===== config.mk =====
export PLATFORM = sky130hd
export DESIGN_NAME = font_rom_arbiter
export DESIGN_NICKNAME = d
export VERILOG_FILES = /design/src/rtl/vga_pkg.sv /design/src/rtl/font_rom_arbiter_rr_picker.sv /design/src/rtl/font_rom_arbiter.sv
export SDC_FILE = /design/constraint.sdc
export NUM_CORES = 1
export LEC_CHECK = 0
export BUFFER_PORTS_ARGS = -buffer_cell sky130_fd_sc_hd__buf_2
export CAP_MARGIN = 20
export CORE_MARGIN = 4
export CORE_UTILIZATION = 26
export CTS_CLUSTER_SIZE = 28
export DETAILED_ROUTE_END_ITERATION = 12
export PLACE_DENSITY = 0.58
export SETUP_SLACK_MARGIN = 0.4
export SKIP_CTS_REPAIR_TIMING = 1
export SLEW_MARGIN = 20
export SYNTH_ARGS = -nofsm -noshare
export SYNTH_HDL_FRONTEND = slang
export SYNTH_HIERARCHICAL = 1
export SYNTH_SLANG_ARGS = --single-unit

===== constraint.sdc =====
create_clock -name clk -period 4.55 [get_ports clk]
set_input_delay 0.2275 -clock clk [delete_from_list [all_inputs] [get_ports clk]]
set_output_delay 0.2275 -clock clk [all_outputs]
set_load 0.01 [all_outputs]

===== src/rtl/vga_pkg.sv =====
// Shared VGA pipeline definitions: font ROM geometry and the font ROM arbiter state type.
package vga_pkg;

  localparam int FONT_ADDR_W = 11;
  localparam int FONT_DATA_W = 8;

  typedef enum logic [0:0] {
    ARB    = 1'b0,
    LOCKED = 1'b1
  } arb_state_t;

endpackage


===== src/rtl/font_rom_arbiter_rr_picker.sv =====
// Combinational one-hot round-robin select: the search starts one past rr_ptr and wraps.
module rr_picker #(
  parameter int N_REQ = 4,
  parameter int PTR_W = $clog2(N_REQ)
) (
  input  logic [N_REQ-1:0] req,
  input  logic [PTR_W-1:0] rr_ptr,
  output logic [N_REQ-1:0] gnt
);

  logic             found;
  logic [PTR_W-1:0] idx;

  always_comb begin
    gnt   = '0;
    found = 1'b0;
    idx   = '0;
    for (int k = 1; k <= N_REQ; k++) begin
      idx = PTR_W'((int'(rr_ptr) + k) % N_REQ);
      if (!found && req[idx]) begin
        gnt[idx] = 1'b1;
        found    = 1'b1;
      end
    end
  end

endmodule


===== src/rtl/font_rom_arbiter.sv =====
// Font ROM arbiter: round-robin with burst locking, one-hot response routing after ROM_LAT.
// Optional build macro FONT_ARB_PRIO0_EN gives requester 0 strict, pre-emptive priority.
module font_rom_arbiter
  import vga_pkg::*;
#(
  parameter int N_REQ   = 4,
  parameter int ADDR_W  = FONT_ADDR_W,
  parameter int DATA_W  = FONT_DATA_W,
  parameter int ROM_LAT = 1
) (
  input  logic                    clk,
  input  logic                    rst,
  input  logic [N_REQ-1:0]        req,
  input  logic [N_REQ-1:0]        lock,
  input  logic [N_REQ*ADDR_W-1:0] addr_in,
  output logic [N_REQ-1:0]        gnt,
  output logic [ADDR_W-1:0]       rom_addr,
  input  logic [DATA_W-1:0]       rom_data,
  output logic [N_REQ-1:0]        rsp_valid,
  output logic [DATA_W-1:0]       rsp_data
);

  localparam int PTR_W = $clog2(N_REQ);

  arb_state_t       state_q, state_d;
  logic [PTR_W-1:0] owner_q, owner_d;
  logic [PTR_W-1:0] rr_ptr_q, rr_ptr_d;

  logic [N_REQ-1:0] rr_gnt;
  logic [N_REQ-1:0] gnt_c;
  logic [PTR_W-1:0] gnt_idx;
  logic             gnt_any;
  logic             prio0_hit;
  logic             lock_ok;

  // Index 0 is the tag sampled at the grant edge; the last index drives rsp_valid.
  logic [N_REQ-1:0]  tag_q [ROM_LAT+1];
  logic [N_REQ-1:0]  tag_d [ROM_LAT+1];
  logic [DATA_W-1:0] rsp_data_q, rsp_data_d;

  rr_picker #(
    .N_REQ (N_REQ),
    .PTR_W (PTR_W)
  ) u_rr_picker (
    .req    (req),
    .rr_ptr (rr_ptr_q),
    .gnt    (rr_gnt)
  );

`ifdef FONT_ARB_PRIO0_EN
  assign prio0_hit = req[0];
  assign lock_ok   = (gnt_idx != '0);
`else
  assign prio0_hit = 1'b0;
  assign lock_ok   = 1'b1;
`endif

  // Grant selection
  always_comb begin
    gnt_c = '0;
    case (state_q)
      ARB: begin
        if (prio0_hit) gnt_c = {{(N_REQ-1){1'b0}}, 1'b1};
        else           gnt_c = rr_gnt;
      end
      LOCKED: begin
        if (prio0_hit) gnt_c = {{(N_REQ-1){1'b0}}, 1'b1};
        else           gnt_c[owner_q] = req[owner_q];
      end
      default: gnt_c = '0;
    endcase
  end

  always_comb begin
    gnt_idx  = '0;
    rom_addr = '0;
    for (int i = 0; i < N_REQ; i++) begin
      if (gnt_c[i]) gnt_idx = PTR_W'(i);
      rom_addr = rom_addr | (addr_in[i*ADDR_W +: ADDR_W] & {ADDR_W{gnt_c[i]}});
    end
  end

  assign gnt_any = |gnt_c;

  // FSM and round-robin pointer update
  always_comb begin
    state_d  = state_q;
    owner_d  = owner_q;
    rr_ptr_d = rr_ptr_q;
    if (gnt_any) rr_ptr_d = gnt_idx;
    case (state_q)
      ARB: begin
        if (gnt_any && lock[gnt_idx] && lock_ok) begin
          state_d = LOCKED;
          owner_d = gnt_idx;
        end
      end
      LOCKED: begin
        // A pre-empted owner keeps the lock; only its own last beat or a dropped req releases it.
        if (!req[owner_q])                             state_d = ARB;
        else if (gnt_c[owner_q] && !lock[owner_q])     state_d = ARB;
      end
      default: state_d = ARB;
    endcase
  end

  // Tag/data pipeline
  always_comb begin
    tag_d[0] = gnt_c;
    for (int k = 1; k <= ROM_LAT; k++) tag_d[k] = tag_q[k-1];
    rsp_data_d = (|tag_q[ROM_LAT-1]) ? rom_data : '0;
  end

  always_ff @(posedge clk or posedge rst) begin
    if (rst) begin
      state_q    <= ARB;
      owner_q    <= '0;
      rr_ptr_q   <= PTR_W'(N_REQ - 1);
      rsp_data_q <= '0;
      for (int k = 0; k <= ROM_LAT; k++) tag_q[k] <= '0;
    end else begin
      state_q    <= state_d;
      owner_q    <= owner_d;
      rr_ptr_q   <= rr_ptr_d;
      rsp_data_q <= rsp_data_d;
      for (int k = 0; k <= ROM_LAT; k++) tag_q[k] <= tag_d[k];
    end
  end

  assign gnt       = gnt_c;
  assign rsp_valid = tag_q[ROM_LAT];
  assign rsp_data  = rsp_data_q;

endmodule


==> results.ini, run 1 <==
[layout]
fin_util_pct = 37.3
final_nets = 297
drive_above_1_share_pct = 45.1
synthToLayoutAreaGrowth_pct = 35.8
diodes = 0

[synth]
synthArstFlopShare_pct = 100
synth_top_cell_area_share_pct = 33.1
syn-instance-count = 145
synthFlopType = dfrtp_1
yosys-top-cells-area = dfrtp_1 33%, a22oi_1 11%, ha_1 7.0%
synth_top_area_cell = dfrtp_1
synth_commonest_cells = 22 x a22oi_1, 20 x nand2_1, 19 x dfrtp_1, 10 x inv_1
yosysMostFrequentCell = a22oi_1
syn_area_um2 = 1440
synth_cell_types = 34
synth_nets = 215
ys_ff_latch = 21
ys_warn_count = 6
avgSynthCellArea_um2 = 9.91
synth_edf_count = 0
ys_seq_area_share_pct = 36.7

[clock_tree]
cts.sink_count = 21
cts_root_buf = clkbuf_8
ctsHtreeMaxLevel = 1
cts_tree = built
cts_buffer_depth = 2
numCtsBuffers = 3
clkLatencyLatePin_ps = 260
path_clk_slew_ps = 80

[critical_path]
path_cells = inv_1, ha_1, mux4_1, nor4b_4, nand2_1, o211ai_1, nor2b_2, a41o_1, a22oi_1, nand2_1, buf_2
crit_path_max_fanout = 14
timing.critical_path.buf_inv = 2
cp.arrival_ps = 3560
reg2reg_slack_ps = 940
critPathCaptureType = output port
reg2regPathDepth = 11
critPathMaxStageDelay_ps = 660
timing.rr.end = state_q
r2r-start = rr_ptr_q[0]
crit_family = simple AND/OR/NAND/NOR gates
crit_type = flop to output port
startpoint_type = flop
worstPathRequired_ps = 4320
cpMostUsedCell = nand2_1
cpMaxStageDelayCell = dfstp_2

[place]
routabilityCongestion = 0.833
dp_hpwl_mm = 3.32
numPortBuffers = 88

[route]
drt-vias-per-instance = 4.82
drtIter0Drc = 57
ant_nets = 0
drc = 0
wirelength_mm = 4.00
wl_per_cell_um = 13.5
vias = 1426
first_pass_iters = 4

[floorplanning]
dieArea_um2 = 6780
die_x_um = 82.4
coreArea_um2 = 5240
initial_utilization_pct = 27.4
io_pins = 89
die_y_um = 82.4
rows = 26

[sta]
worst_pin_slew_ps = 823
fin_crit_ps = 3790
max_freq_ghz = 0.264
slew_viol_final = 0
tns_ps = 0
period_share_pct = 83.2
finClkSkew_ps = 1.13
hold_viol_final = 0
slew_headroom_pct = 45.1
setup_viol = 0
fin_hold_ws_ps = 96.5
rsz0062_at_grt = no

[global_route]
grt.total_usage_pct = 12.0
gr-total-overflow = 0
grt_max_degree = 22
grt_pass1_wl_mm = 6.38
antenna_found_initial = 0
grt_pass1_vias = 1496

[flow_run]
drv_cap = 0

[pwr]
powerDensity_nw_per_um2 = 799
power_leakage_uw = 0.00101
ir_worst_vdd_v = 0.000349
p_total_uw = 1560

[run_status]
outcome = finished clean

[hold_path]
min_path_type = primary input to async pin

worst max path at each step:
stage	startpoint	endpoint	slack, ps	cells past startpoint
after floorplan	rr_ptr_q[0]	owner_q[0]	1260	11
after global placement	rr_ptr_q[0]	owner_q[0]	980	11
after detailed placement	rr_ptr_q[0]	state_q	930	11
after CTS	rr_ptr_q[0]	rom_addr[9]	720	11
after global routing	rr_ptr_q[0]	rom_addr[6]	450	11
final	rr_ptr_q[0]	rom_addr[9]	760	11
worst reg2reg max path, cell delays in order (launching register included):
cell and delay [ps]:
dfstp_2 660, inv_1 130, ha_1 340, mux4_1 620, nor4b_4 310, nand2_1 90
o211ai_1 140, nor2b_2 220, a41o_1 410, or2_1 270, mux2i_1 220, o22ai_1 90
registers in the layout, summed over array words and instances (netlist names):
| name | count |
|---|---|
| state_q | 1 |
| rr_ptr_q | 2 |
| rsp_data | 8 |
| tag_d | 4 |
| owner_q | 2 |
| rsp_valid | 4 |
where the power goes:
group	leakage (µW)	total, µW	switching (µW)	internal [µW]
Combinational	0.000721	1100	630	473
Sequential	0.000266	335	64.6	271
Clock	0.0000217	121	59.0	61.7
through the flow:
stage	instances	cell area [µm²]	setup slack, ps
after floorplan	145	1440	1260
after global placement	292	1900	978
after detailed placement	292	1900	931
after CTS	296	1950	721
after global routing	296	1950	450
final	296	1950	764
per-layer routing:
| layer | routed length [µm] | track usage, % | share of wire, % | vias up |
|---|---|---|---|---|
| met5 | 0 | 0 | 0 | - |
| met4 | 35 | 3.32 | 0.88 | 0 |
| met3 | 348 | 2.93 | 8.7 | 4 |
| met2 | 1910 | 21.2 | 48 | 77 |
| met1 | 1700 | 14.4 | 43 | 655 |
| li1 | - | - | - | 690 |
cell type report:
class / count / area [µm²]
timing repair buffer: 88 / 440
clock inverter: 1 / 7.51
inverter: 10 / 37.5
fill: 541 / 3290
tap: 70 / 87.6
sequential: 21 / 528
multi-input combinational: 103 / 810
clock buffer: 3 / 41.3
cells by family (layout without fill, tap and decap cells):
family | count (synthesis) | in the layout | share of synthesized area [%]
simple gates | 43 | 43 | 17.1
fa+ha+maj | 8 | 8 | 6.96
buf+inv | 21 | 102 | 7.49
flops | 21 | 21 | 36.7
mux | 10 | 10 | 11.1
compound gates | 42 | 42 | 20.6
layout by cell type (no fill, tap or decap):
cell | netlist | routed
nand2b_1 | 1 | 1
a2111oi_0 | 1 | 1
nor4_2 | 1 | 1
nor2_1 | 3 | 3
o211ai_1 | 4 | 4
ha_1 | 8 | 8
mux4_2 | 2 | 2
a21oi_1 | 6 | 6
clkbuf_8 | 0 | 3
nor4b_4 | 1 | 1
o21ai_0 | 3 | 3
mux2i_1 | 4 | 4
or2_1 | 1 | 1
mux4_1 | 2 | 2
clkinvlp_4 | 0 | 1
nor2b_1 | 8 | 8
dfstp_2 | 2 | 2
a22oi_1 | 22 | 22
inv_1 | 10 | 10
o22ai_1 | 1 | 1
nor2b_2 | 1 | 1
a41o_1 | 1 | 1
nor3b_1 | 5 | 5
a31o_1 | 1 | 1
mux2_2 | 2 | 2
dfrtp_1 | 19 | 19
buf_2 | 2 | 88
o22a_1 | 1 | 1
o32ai_2 | 0 | 1
nand4b_1 | 1 | 1
nor3_1 | 1 | 1
o21ai_1 | 1 | 1
nand2_1 | 20 | 20
No activity file was read; power rests on OpenSTA's default activity.
==> run 2: changes to the inputs <==
Settings changed: PLACE_DENSITY 0.58 to 0.6.
Clock period 4.55 ns to 3 ns, I/O delays scaled along.
==> run 2 against run 1 <==
Effect of this change: the run now ends with negative setup slack left; largest cell class unchanged; first-iteration DRC count down 26%; combinational power up 140%; clock power up 42%; total power up 110%; sequential power up 44%; global-route usage up 0.42 points; highest routed layer unchanged; non-clock buffer count up 27; sequential cell count unchanged; worst hold slack worse by 81 ps; clock-buffer cell count up 1; critical path depth up 1.
==> results.ini, run 2 (synthesized netlist as in run 1, its figures left out) <==
[sta]
worst_pin_slew_ps = 734  ; -88.9 ps
fin_crit_ps = 3260
tns_ps = -3020  ; -3020 ps
layout_setup_ws_ps = -255  ; -1020 ps
fin_hold_ws_ps = 15.8  ; -80.7 ps
period_share_pct = 109
slew_headroom_pct = 51.0  ; +5.9 points
finClkSkew_ps = 4.69  ; +3.56 ps
slew_viol_final = 0  ; unchanged
max_freq_ghz = 0.307
hold_viol_final = 0  ; unchanged
rsz0062_at_grt = yes
setup_viol = 17  ; +17

[floorplanning]
rows = 26  ; unchanged
die_y_um = 82.4  ; unchanged
io_pins = 89  ; unchanged
coreArea_um2 = 5240  ; unchanged
die_x_um = 82.4  ; unchanged
dieArea_um2 = 6780  ; unchanged
initial_utilization_pct = 27.4  ; unchanged

[critical_path]
cpMaxStageDelayCell = dfstp_2
crit_family = simple AND/OR/NAND/NOR gates
crit_type = flop to output port
reg2reg_slack_ps = -160  ; -1100 ps
cpMostUsedCell = nand2_1
cp-startpoint = rr_ptr_q[0]
reg2regPathDepth = 11  ; unchanged
critPathMaxStageDelay_ps = 540  ; -120 ps
crit_path_max_fanout = 7  ; -7
worstPathRequired_ps = 2850  ; -1470 ps
cp.arrival_ps = 3110  ; -450 ps
path_cells = inv_2, ha_4, mux4_2, nor4b_4, nand2_1, o211ai_1, nor2b_4, a41o_1, buf_6, a22oi_2, nand2_1, buf_2
r2r-start = rr_ptr_q[0]
timing.rr.end = owner_q[0]
startpoint_type = flop
timing.critical_path.buf_inv = 3  ; +1
critPathCaptureType = output port

[pwr]
ir_worst_vdd_v = 0.000807  ; +130%
power_leakage_uw = 0.00118  ; +17%
p_total_uw = 3340  ; +110%
powerDensity_nw_per_um2 = 1410  ; +77%

[clock_tree]
clkLatencyLatePin_ps = 250  ; about the same
path_clk_slew_ps = 70  ; about the same
cts_root_buf = clkbuf_8
cts.sink_count = 21  ; unchanged
cts_buffer_depth = 2  ; unchanged
ctsHtreeMaxLevel = 1  ; unchanged
numCtsBuffers = 3  ; unchanged
cts_tree = built

[layout]
diodes = 0  ; unchanged
largest_register_ffs = 8  ; unchanged
synthToLayoutAreaGrowth_pct = 64.6
final_common_cell = buf_2
mostFrequentLayoutCells = 85 x buf_2, 19 x nand2_1, 19 x dfrtp_1, 17 x buf_4
final_nets = 325  ; +9.4%
final_cells = 324  ; +9.5%
fill_cells = 528  ; -2.4%
drive_above_1_share_pct = 59.1  ; +14 points
fin_util_pct = 45.2  ; +7.9 points

[place]
numPortBuffers = 88  ; unchanged
dp_hpwl_mm = 3.39  ; +2.1%
placedCellCount = 306  ; +4.8%
routabilityCongestion = 0.776  ; -6.9%

[flow_run]
drv_cap = 0  ; unchanged

[route]
wirelength_mm = 4.64  ; +16%
ant_nets = 0  ; unchanged
drtIter0Drc = 42  ; -26%
drc = 0  ; unchanged
vias = 1542  ; +8.1%
wl_per_cell_um = 14.3  ; +6.1%
first_pass_iters = 4  ; unchanged
drt-vias-per-instance = 4.76  ; -1.2%

[run_status]
outcome = complete, but fails checks
violations = negative setup slack

[global_route]
antenna_found_initial = 0  ; unchanged
grt_max_degree = 22  ; unchanged
grt_pass1_vias = 1513  ; +1.1%
grt.total_usage_pct = 12.4  ; +0.42 points
grt_pass1_wl_mm = 6.67  ; +4.4%
gr-total-overflow = 0  ; unchanged

[hold_path]
min_path_type = primary input to async pin

run 2: worst reg2reg max path, stage by stage (launching register included):
cell and delay, ps:
dfstp_2 540, inv_2 50, ha_4 260, mux4_2 530, nor4b_4 330, nand2_1 100
o211ai_1 130, nor3_1 100, a2111oi_1 380, a21oi_1 110, a21oi_1 170, mux2_2 340
run 2: how the worst max path moves through the flow:
stage / cells after the start / end
floorplan: 11 / owner_q[0]
global placement: 11 / owner_q[0]
detailed placement: 11 / owner_q[0]
CTS: 12 / rom_addr[10]
global route: 12 / rom_addr[7]
finish: 12 / rom_addr[4]
run 2: stage by stage:
step / cell area [µm²] / worst slack, ps
after global routing: 2370 / -430
after detailed placement: 2080 / -185
after global placement: 2080 / -73.4
after CTS: 2130 / -294
final: 2370 / -255
after floorplan: 1560 / -158
run 2: cell type report:
cell class                      count  area, µm²  share of cell area, %
Clock buffer                        4       45.0                   1.90
Inverter                           10       37.5                   1.59
Multi-Input combinational cell    104        937                   39.6
Sequential cell                    21        528                   22.3
Tap cell                           70       87.6                   3.70
Timing Repair Buffer              115        731                   30.9
run 2: layer usage:
metal	part of all wire (%)	up-vias	wire length (µm)	global-route usage, %
met2	52	75	2390	21.1
met3	7.5	2	349	2.82
met5	0	-	0	0
met4	0.62	0	29	2.49
met1	40	715	1870	16.1
li1	-	750	-	-
run 2: report_power, final:
part           internal, µW  leakage, µW  total (µW)  switching, µW
clock network          94.2    0.0000228         172           78.0
logic                  1400     0.000895        2680           1280
registers               408     0.000266         484           75.8
==> run 3: changes to the inputs <==
Settings changed: ABC_AREA from default to 1, PLACE_DENSITY 0.6 to 0.58.
==> run 3 against run 2 <==
Effect of this change: the flow now finishes without violations; largest cell class unchanged; final cell count is 25% higher; wire length rose by 2.6%; sequential cell count unchanged; synthesized cell count rose by 61%; die area grew 11%; final area is 0.37% higher; fmax up 24%; critical path depth up 3.
==> results.ini, run 3 <==
[place]
numPortBuffers = 88  ; unchanged
routabilityCongestion = 0.843  ; +8.7%
dp_hpwl_mm = 3.68  ; +8.5%
placedCellCount = 393  ; +28%

[sta]
worst_pin_slew_ps = 803  ; +68.5 ps
finClkSkew_ps = 3.12  ; -1.57 ps
max_freq_ghz = 0.381  ; +24%
hold_viol_final = 0  ; unchanged
slew_viol_final = 0  ; unchanged
setup_viol = 0  ; -17
rsz0062_at_grt = yes
fin_crit_ps = 2630  ; -630 ps
period_share_pct = 87.5  ; -21 points
tns_ps = 0  ; +3020 ps
slew_headroom_pct = 46.4  ; -4.6 points

[floorplanning]
die_x_um = 86.9  ; +5.6%
dieArea_um2 = 7560  ; +11%
coreArea_um2 = 5990  ; +14%
die_y_um = 86.9  ; +5.6%
initial_utilization_pct = 27.0  ; -0.40 points
rows = 28  ; +7.7%
io_pins = 89  ; unchanged

[critical_path]
endpoint = rom_addr[9]
cpMostUsedCell = nand2_4
path_cells = clkinvlp_4, ha_4, inv_4, nand3_4, nand2_4, nand2_4, nor2_4, nand2_1, nand3_1, nand2_2, nand2_4, buf_8, nand2_2, nand4_1, buf_2
cp-startpoint = rr_ptr_q[1]
critPathMaxStageDelay_ps = 560  ; +20 ps
timing.critical_path.buf_inv = 4  ; +1
timing.rr.end = owner_q[1]
r2r-start = rr_ptr_q[1]
worstPathRequired_ps = 2850  ; about the same
crit_path_max_fanout = 7  ; unchanged
cpMaxStageDelayCell = dfstp_2
critPathCaptureType = output port
reg2reg_slack_ps = 480  ; +640 ps
crit_family = simple AND/OR/NAND/NOR gates
reg2regPathDepth = 19  ; +8
crit_type = flop to output port
startpoint_type = flop
cp.arrival_ps = 2480  ; -630 ps
cp.depth = 15  ; +3

[route]
first_pass_iters = 4  ; unchanged
wl_per_cell_um = 11.7  ; -18%
wirelength_mm = 4.76  ; +2.6%
drtIter0Drc = 74  ; +76%
drt-vias-per-instance = 4.36  ; -8.4%
vias = 1769  ; +15%
drc = 0  ; unchanged
ant_nets = 0  ; unchanged

[clock_tree]
cts_buffer_depth = 2  ; unchanged
numCtsBuffers = 3  ; unchanged
cts_root_buf = clkbuf_8
cts.sink_count = 21  ; unchanged
path_clk_slew_ps = 80  ; about the same
clkLatencyLatePin_ps = 250  ; about the same
ctsHtreeMaxLevel = 1  ; unchanged
cts_tree = built

[synth]
ys_seq_area_share_pct = 32.6  ; -4.1 points
yosys-top-cells-area = dfrtp_1 29%, nand2_1 20%, nand3_1 9.0%
synth_top_cell_area_share_pct = 29.3  ; -3.7 points
syn_area_um2 = 1620  ; +13%
synth_cell_types = 22  ; -35%
synthArstFlopShare_pct = 100  ; unchanged
ys_warn_count = 6  ; unchanged
synth_edf_count = 0  ; unchanged
synthFlopType = dfrtp_1
ys_ff_latch = 21  ; unchanged
synth_top_area_cell = dfrtp_1
yosysMostFrequentCell = nand2_1
synth_nets = 303  ; +41%
syn-instance-count = 233  ; +61%
avgSynthCellArea_um2 = 6.95  ; -30%
synth_commonest_cells = 87 x nand2_1, 29 x nand3_1, 26 x inv_1, 19 x dfrtp_1, 14 x nand4_1

[pwr]
powerDensity_nw_per_um2 = 1450  ; +2.6%
ir_worst_vdd_v = 0.000574  ; -29%
power_leakage_uw = 0.00135  ; +14%

[flow_run]
drv_cap = 0  ; unchanged

[global_route]
grt.total_usage_pct = 11.7  ; -0.68 points
grt_pass1_wl_mm = 7.28  ; +9.2%
antenna_found_initial = 0  ; unchanged
grt_max_degree = 22  ; unchanged
gr-total-overflow = 0  ; unchanged
grt_pass1_vias = 1679  ; +11%

[layout]
largest_register_ffs = 8  ; unchanged
final_nets = 402  ; +24%
fill_cells = 634  ; +20%
multi_input_area_um2 = 995  ; +6.1%
final_cells = 406  ; +25%
register_area_um2 = 528  ; unchanged
synthToLayoutAreaGrowth_pct = 46.6
diodes = 0  ; unchanged
drive_above_1_share_pct = 44.4  ; -15 points
mostFrequentLayoutCells = 88 x buf_2, 79 x nand2_1, 28 x nand3_1, 24 x inv_1, 19 x dfrtp_1
final_common_cell = buf_2

[run_status]
outcome = finished clean

[hold_path]
min_path_type = primary input to async pin

[run 3: cell types whose count changed in the layout (fill, tap and decap cells not counted), sizes merged, moves of 12 or more]
cell | previous run | this run
nand4 | 0 | 14
nand3 | 0 | 31
nand2 | 20 | 103
buf | 113 | 101
inv | 10 | 30
a22oi | 22 | 0
[run 3: how the worst min path moves through the flow]
stage	to	slack [ps]	cells after the start
global route	rsp_data[0]	90	3
detailed placement	rsp_data[2]	340	2
global placement	rsp_data[0]	330	2
floorplan	owner_q[0]	130	1
finish	rsp_data[2]	40	2
CTS	rsp_data[2]	60	2
[run 3: power by group]
group	internal (µW)	total, µW	switching, µW	leakage (µW)
sequential	408	466	58.3	0.000267
clock	92.3	184	91.2	0.0000255
combinational	1150	2790	1640	0.00105
total	1650	3440	1790	0.00135
[run 3: kinds of logic after synthesis]
| group | count (synthesis) | share of synthesized area, % |
|---|---|---|
| simple gates | 162 | 49.2 |
| buf+inv | 39 | 10.4 |
| flops | 21 | 32.6 |
| fa+ha+maj | 8 | 6.18 |
| compound gates | 3 | 1.62 |
[run 3: metrics by stage]
| step | hold WS [ps] | total power, µW | cell area (µm²) | util, % | setup slack [ps] |
|---|---|---|---|---|---|
| after detailed placement | 341 | 2870 | 2150 | 36.0 | 399 |
| after floorplan | 125 | 2200 | 1620 | - | 506 |
| after global placement | 334 | 2860 | 2150 | 36.0 | 471 |
| after CTS | 62.3 | 3060 | 2200 | 36.7 | 142 |
| after global routing | 87.4 | 3770 | 2370 | 39.6 | 240 |
| final | 36.5 | 3440 | 2370 | 39.6 | 375 |
[run 3: worst reg2reg max path: stages, from the launching register on]
cell        delay [ps]
dfstp_2            560
clkinvlp_4         160
ha_4               300
inv_4               60
nand3_4            100
nand2_4            120
nand2_4             70
nor2_4             110
nand2_1             60
nand3_1            100
nand2_2             70
nand2_4             90
buf_4              130
nand2_4             60
nand2_8             80
nand2_4             50
a21oi_4            140
nand2_2             70
nand2_1             50
nand2_1             40
[run 3: layout make-up]
| cell class | instances | share of cell area (%) |
|---|---|---|
| tap | 75 | 3.95 |
| inverter | 31 | 5.27 |
| timing repair buffer | 102 | 24.7 |
| clock inverter | 1 | 0.211 |
| multi-input combinational | 173 | 41.9 |
| clock buffer | 3 | 1.74 |
| sequential | 21 | 22.2 |
[run 3: routing by layer]
metal	global-route usage, %	wire length (µm)
met1	15.2	2100
met2	20.3	2250
met3	1.99	367
met4	2.69	48
met5	0	0
